<file path="config.mk">
export PLATFORM = sky130hd
export DESIGN_NAME = xc_aessub_arb
export DESIGN_NICKNAME = d
export VERILOG_FILES = /design/src/rtl/xc_aessub_arb.sv
export SDC_FILE = /design/constraint.sdc
export NUM_CORES = 1
export LEC_CHECK = 0
export CAP_MARGIN = 30
export CORE_AREA = 2 2 142 144
export CTS_CLUSTER_SIZE = 28
export DETAILED_ROUTE_END_ITERATION = 12
export DIE_AREA = 0 0 144 146
export PLACE_DENSITY_LB_ADDON = 0.08
export SLEW_MARGIN = 20
export SYNTH_ARGS = -nofsm -noshare
export SYNTH_HDL_FRONTEND = slang
export SYNTH_SLANG_ARGS = --single-unit
</file>
<file path="constraint.sdc">
create_clock -name clock -period 2.9 [get_ports clock]
set_input_delay 0.725 -clock clock [delete_from_list [all_inputs] [get_ports clock]]
set_output_delay 0.725 -clock clock [all_outputs]
set_load 0.05 [all_outputs]
</file>
<file path="src/rtl/xc_aessub_arb.sv">
// Two-requester arbiter in front of a shared AES SubBytes unit.
// Issue is combinational (zero added latency); a multi-cycle unit holds the grant in BUSY.
module xc_aessub_arb #(
   parameter bit FAIR = 1'b1
) (
   input  logic        clock,
   input  logic        reset,
   input  logic        flush,
   input  logic [31:0] flush_data,
   input  logic        req_valid_0,
   input  logic        req_valid_1,
   input  logic [31:0] req_rs1_0,
   input  logic [31:0] req_rs1_1,
   input  logic [31:0] req_rs2_0,
   input  logic [31:0] req_rs2_1,
   input  logic        req_enc_0,
   input  logic        req_enc_1,
   input  logic        req_rot_0,
   input  logic        req_rot_1,
   output logic        req_ready_0,
   output logic        req_ready_1,
   output logic [31:0] req_result_0,
   output logic [31:0] req_result_1,
   output logic        sub_flush,
   output logic [31:0] sub_flush_data,
   output logic        sub_valid,
   output logic [31:0] sub_rs1,
   output logic [31:0] sub_rs2,
   output logic        sub_enc,
   output logic        sub_rot,
   input  logic        sub_ready,
   input  logic [31:0] sub_result
);

   typedef enum logic {IDLE, BUSY} state_t;

   state_t      state_reg;
   logic        g_reg;
   logic        p_reg;

   logic [1:0]  valid_vec;
   logic [31:0] rs1_vec [2];
   logic [31:0] rs2_vec [2];
   logic [1:0]  enc_vec;
   logic [1:0]  rot_vec;
   logic [1:0]  ready_vec;
   logic [31:0] result_vec [2];

   logic        win;
   logic        have_win;
   logic        abort;
   logic        complete;

   assign valid_vec  = {req_valid_1, req_valid_0};
   assign rs1_vec[0] = req_rs1_0;
   assign rs1_vec[1] = req_rs1_1;
   assign rs2_vec[0] = req_rs2_0;
   assign rs2_vec[1] = req_rs2_1;
   assign enc_vec    = {req_enc_1, req_enc_0};
   assign rot_vec    = {req_rot_1, req_rot_0};

   // In BUSY the grant is locked; in IDLE pick the winner the same cycle.
   always_comb begin
      have_win = 1'b0;
      win      = 1'b0;
      if (state_reg == BUSY) begin
         have_win = 1'b1;
         win      = g_reg;
      end else begin
         have_win = |valid_vec;
         if (&valid_vec)
            win = FAIR ? ~p_reg : 1'b0;
         else
            win = valid_vec[1];
      end
   end

   // Requester withdrew while its operation was in flight.
   assign abort     = (state_reg == BUSY) && !valid_vec[g_reg];
   assign sub_valid = have_win & ~reset & ~flush & ~abort;
   assign complete  = sub_valid & sub_ready;

   assign sub_rs1        = rs1_vec[win] & {32{sub_valid}};
   assign sub_rs2        = rs2_vec[win] & {32{sub_valid}};
   assign sub_enc        = enc_vec[win] & sub_valid;
   assign sub_rot        = rot_vec[win] & sub_valid;
   assign sub_flush      = reset | flush | abort;
   assign sub_flush_data = flush_data;

   // Result is steered only to the requester being completed; the other sees zero.
   generate
      for (genvar gi = 0; gi < 2; gi++) begin : g_resp
         localparam logic IDX = 1'(gi);
         assign ready_vec[gi]  = complete && (win == IDX);
         assign result_vec[gi] = ready_vec[gi] ? sub_result : 32'h0;
      end
   endgenerate

   assign req_ready_0  = ready_vec[0];
   assign req_ready_1  = ready_vec[1];
   assign req_result_0 = result_vec[0];
   assign req_result_1 = result_vec[1];

   always_ff @(posedge clock) begin
      if (reset) begin
         state_reg <= IDLE;
         g_reg     <= 1'b0;
         p_reg     <= 1'b1;
      end else if (flush || abort) begin
         state_reg <= IDLE;
      end else if (complete) begin
         state_reg <= IDLE;
         p_reg     <= win;
      end else if (state_reg == IDLE && sub_valid) begin
         state_reg <= BUSY;
         g_reg     <= win;
      end
   end

endmodule

</file>
# Word level (Yosys, flattened, before mapping)
# Cells that the tools add are included.
# op_classes
n_reduce_logical	11
n_mux	17
magnitude_cmp	3
n_bitwise	19
# ops
cell	n
2-to-1 mux 32 bit	8
AND 32 bit	2
2-to-1 mux 1 bit	9
NOT 1 bit	8
AND 1 bit	6
logical AND 1 bit	4
< comparator 1 x 2 -> 1 bit, second input constant	2
AND reduction 2 bit	2
AND reduction 3 bit	1
OR reduction 3 bit	1
greater-or-equal comparator 2 bit, second input constant	1
NOT 1 -> 2 bit	1
bitwise OR 1 bit	2
OR reduction 2 bit	1
zero test 1 bit	1
logical OR 1 bit	1
# word_totals
regBits	3
input_bits	202
elab_cells	53
out_inout_bits	166

# Depth between registers and ports, before layout
# logic_depth
ltp_word	9
depth_mapped	7
mapped_depth_nobuf	6

# Least setup slack after synthesis
# No wires, ideal clock.
# synth_path
kind	input to output
start	input port reset
end	output port req_result_1[10]
cell_stages	6
required_ns	2.175
setup_slack_ns	-0.125
arrival_time_ns	2.300
path_buffers	1
path_cell_list	nor2_1 > o211ai_2 > inv_2 > nand2_1 > buf_2 > nor2_1
# synth_via
elab_chain_len	7
# synth_lines
element	line_no	source
from (decl)	7	input logic reset,
NOT 1 bit	80	assign sub_valid = have_win & ~reset & ~flush & ~abort;
AND 1 bit (3 in series)	80	
via sub_valid	26	output logic sub_valid,
AND 1 bit	81	assign complete = sub_valid & sub_ready;
logical AND 1 bit	94	assign ready_vec[gi] = complete && (win == IDX);
2-to-1 mux 32 bit	95	assign result_vec[gi] = ready_vec[gi] ? sub_result : 32'h0;
to (decl)	23	output logic [31:0] req_result_1,
# The timed path passes the listed nets, and every way through them passes these cells.

# Final worst setup path
# layout_path
start	input port flush
end	output port req_result_0[2]
# layout_via
elab_chain_len	6
# layout_lines
element	line_no	source
from (decl)	8	input logic flush,
NOT 1 bit	80	
AND 1 bit (2 in series)	80	
AND 1 bit	81	
logical AND 1 bit	94	
2-to-1 mux 32 bit	95	
to (decl)	22	output logic [31:0] req_result_0,
# No other way between the ends.

==> impl_metrics.csv <==
group,metric,value,unit
critical_path,cp-start-kind,"primary input",
finish,syn_to_final_growth,325,%
synth,synth_top_area_cell,"nand2_1",
floorplanning,die_h,146,µm
finish,seqCellArea,60.1,µm²
min_path,hold_class,"reg -> reg",
timing,hold_viol,0,
outcome,outcome,"finished, final reports clean",
power,p_total,0.00138,W
clock_tree,cts_hold_buf,0,
placement,portBuffers,303,
finish,drive_gt1_share,46.1,%
synth,netlist_area,0.00177,mm²
clock_tree,cts_buffer_depth,2,
global_route,grt_pass1_vias,3867,
floorplanning,ios,368,
clock_tree,clk_pin_slew,0.03,ns
finish,multi_input_area,0.00185,mm²
route,drt-wirelength-per-cell,16.1,µm
synth,yosysTopAreaCellShare,35.8,%
floorplanning,rows,51,
synth,seq_area_frac_synth,3.39,%
global_route,antenna_found_initial,1,
route,drtPass1Iterations,4,
clock_tree,h-tree-depth,1,
finish,layout_commonest_cell,"clkdlybuf4s50_1",
finish,nFillCells,1929,
route,drc_errors,0,
timing,relSlewSlack,77.5,%
critical_path,arrival,2.08,ns
synth,synthCells,382,
clock_tree,cts_made_buffers,3,
timing,tns,0,ns
synth,synth_seq_cells,3,
finish,fin_nets,893,
placement,gp_congestion,0.756,
critical_path,crit_required,2.17,ns
power,leakage,2.91,nW
timing,fin_crit_sh,96.8,%
timing,worst_pin_slew,0.333,ns
critical_path,cp_max_fo,8,
power,power_density,183,mW/mm²
floorplanning,start_util,9.16,%
power,vdd_drop_max,169,µV
clock_tree,root_buffer,"clkbuf_16",
route,ant_nets,0,
synth,synth.area.top_cells,"nand2_1, a21oi_1, buf_4",
global_route,grt_usage,14.0,%
clock_tree,clk_latency,0.23,ns
synth,yosysWarnings,0,
timing,setup-violations-final,0,
flow_run,drv_cap,0,
global_route,grt_max_degree,27,
global_route,grt_pass1_wl,22500,µm
floorplanning,die_w,144,µm
finish,final_cell_mix,"clkdlybuf4s50_1, nand2_1, buf_12, a21oi_2, buf_4",
route,initialDrtViolationCount,59,
global_route,gr-total-overflow,0,
synth,syn-mean-instance-area,4.63,µm²
timing,drv_slew,0,
route,vias,3661,
timing,timing.fmax,356,MHz
route,via_per_inst,3.83,
clock_tree,clock_sinks,3,
synth,syn-num-nets,584,
timing,skew,0.00339,ns
timing,rsz0062_at_grt,"no",
route,wirelength,15400,µm
timing,fin_crit,2.81,ns
floorplanning,core,0.0193,mm²
critical_path,crit_type,"in -> out",
critical_path,endpoint_kind,"output port",
synth,ys_types,17,
clock_tree,cts_tree,"done",
floorplanning,die_area,0.0210,mm²
placement,dp_hpwl,11900,µm
-- final cells by class --
type,count,share of cell area (%)
antenna,1,0.0333
multi-input combinational,314,24.5
clock buffer,4,1.05
timing repair buffer,367,69.1
inverter,2,0.0998
tap,265,4.41
sequential,3,0.799
-- power by group --
| part | total, W | internal (W) | switching [W] |
|---|---|---|---|
| Clock | 0.000223 | 0.000182 | 0.0000415 |
| Sequential | 0.0000458 | 0.0000434 | 0.00000242 |
| Combinational | 0.00111 | 0.000589 | 0.000520 |
| Total | 0.00138 | 0.000814 | 0.000564 |
-- worst paths after layout --
check                           startpoint  slack (ns)  cells past startpoint               to
worst max-delay path                 flush        0.09                      9  req_result_0[2]
worst min register to register       p_reg        0.56                      2            p_reg
worst max register to register       g_reg        1.14                      9            p_reg
worst min-delay path                 p_reg        0.56                      2            p_reg
-- logic make-up (layout without fill, tap and decap cells) --
| kind of cell | after synthesis | count (layout) | share of synthesized area (%) |
|---|---|---|---|
| and+or+nand+nor | 241 | 241 | 51.5 |
| AOI/OAI and AO/OA | 71 | 71 | 21.4 |
| DFF | 3 | 3 | 3.39 |
| muxes | 2 | 2 | 1.13 |
| buffers and inverters | 65 | 373 | 22.5 |
| other | 0 | 1 | 0 |
-- routing by layer --
layer,global-route usage (%),up-vias,share of wire [%]
li1,-,1789,-
met1,13.9,1648,34
met2,26.9,201,54
met3,4.77,23,10
met4,4.46,0,1.8
met5,0,-,0
-- cells in the mapped netlist --
master and instances:
nor4b_1 1, inv_2 1, mux2i_1 2, dfxtp_1 3
inv_1 1, a22o_2 1, nor2_1 70, buf_4 37
o211ai_2 1, a31oi_1 1, nand2_1 169, a22oi_2 1
clkbuf_1 13, a21oi_1 66, nor2b_1 1, buf_2 13
a211oi_1 1
-- critical path, stage by stage --
cell and delay, ns:
dlygate4sd2_1 0.26, nor2_4 0.12, o211ai_4 0.10, inv_2 0.12
nand2_4 0.08, buf_12 0.13, bufbuf_16 0.28, nor2_4 0.10
buf_12 0.14
-- metrics by stage --
| step | std cells | worst slack, ns | hold WS, ns | utilization (%) | instance area (µm²) |
|---|---|---|---|---|---|
| after detailed placement | 929 | -0.347 | 0.538 | 34.9 | 6750 |
| after global placement | 929 | -0.371 | 0.529 | 34.9 | 6750 |
| after global routing | 956 | 0.0102 | 0.606 | 38.9 | 7520 |
| after CTS | 953 | 0.00162 | 0.567 | 38.8 | 7500 |
| after floorplan | 382 | -0.125 | 0.495 | - | 2010 |
| final | 956 | 0.0918 | 0.559 | 38.9 | 7520 |
-- repair_timing --
item,CTS,global route
gates cloned,9,0
buffers inserted,12,2
setup endpoints to repair,132,80
pin swaps,12,4
gates resized for setup,86,8
Power figures use the tool's default switching activity.
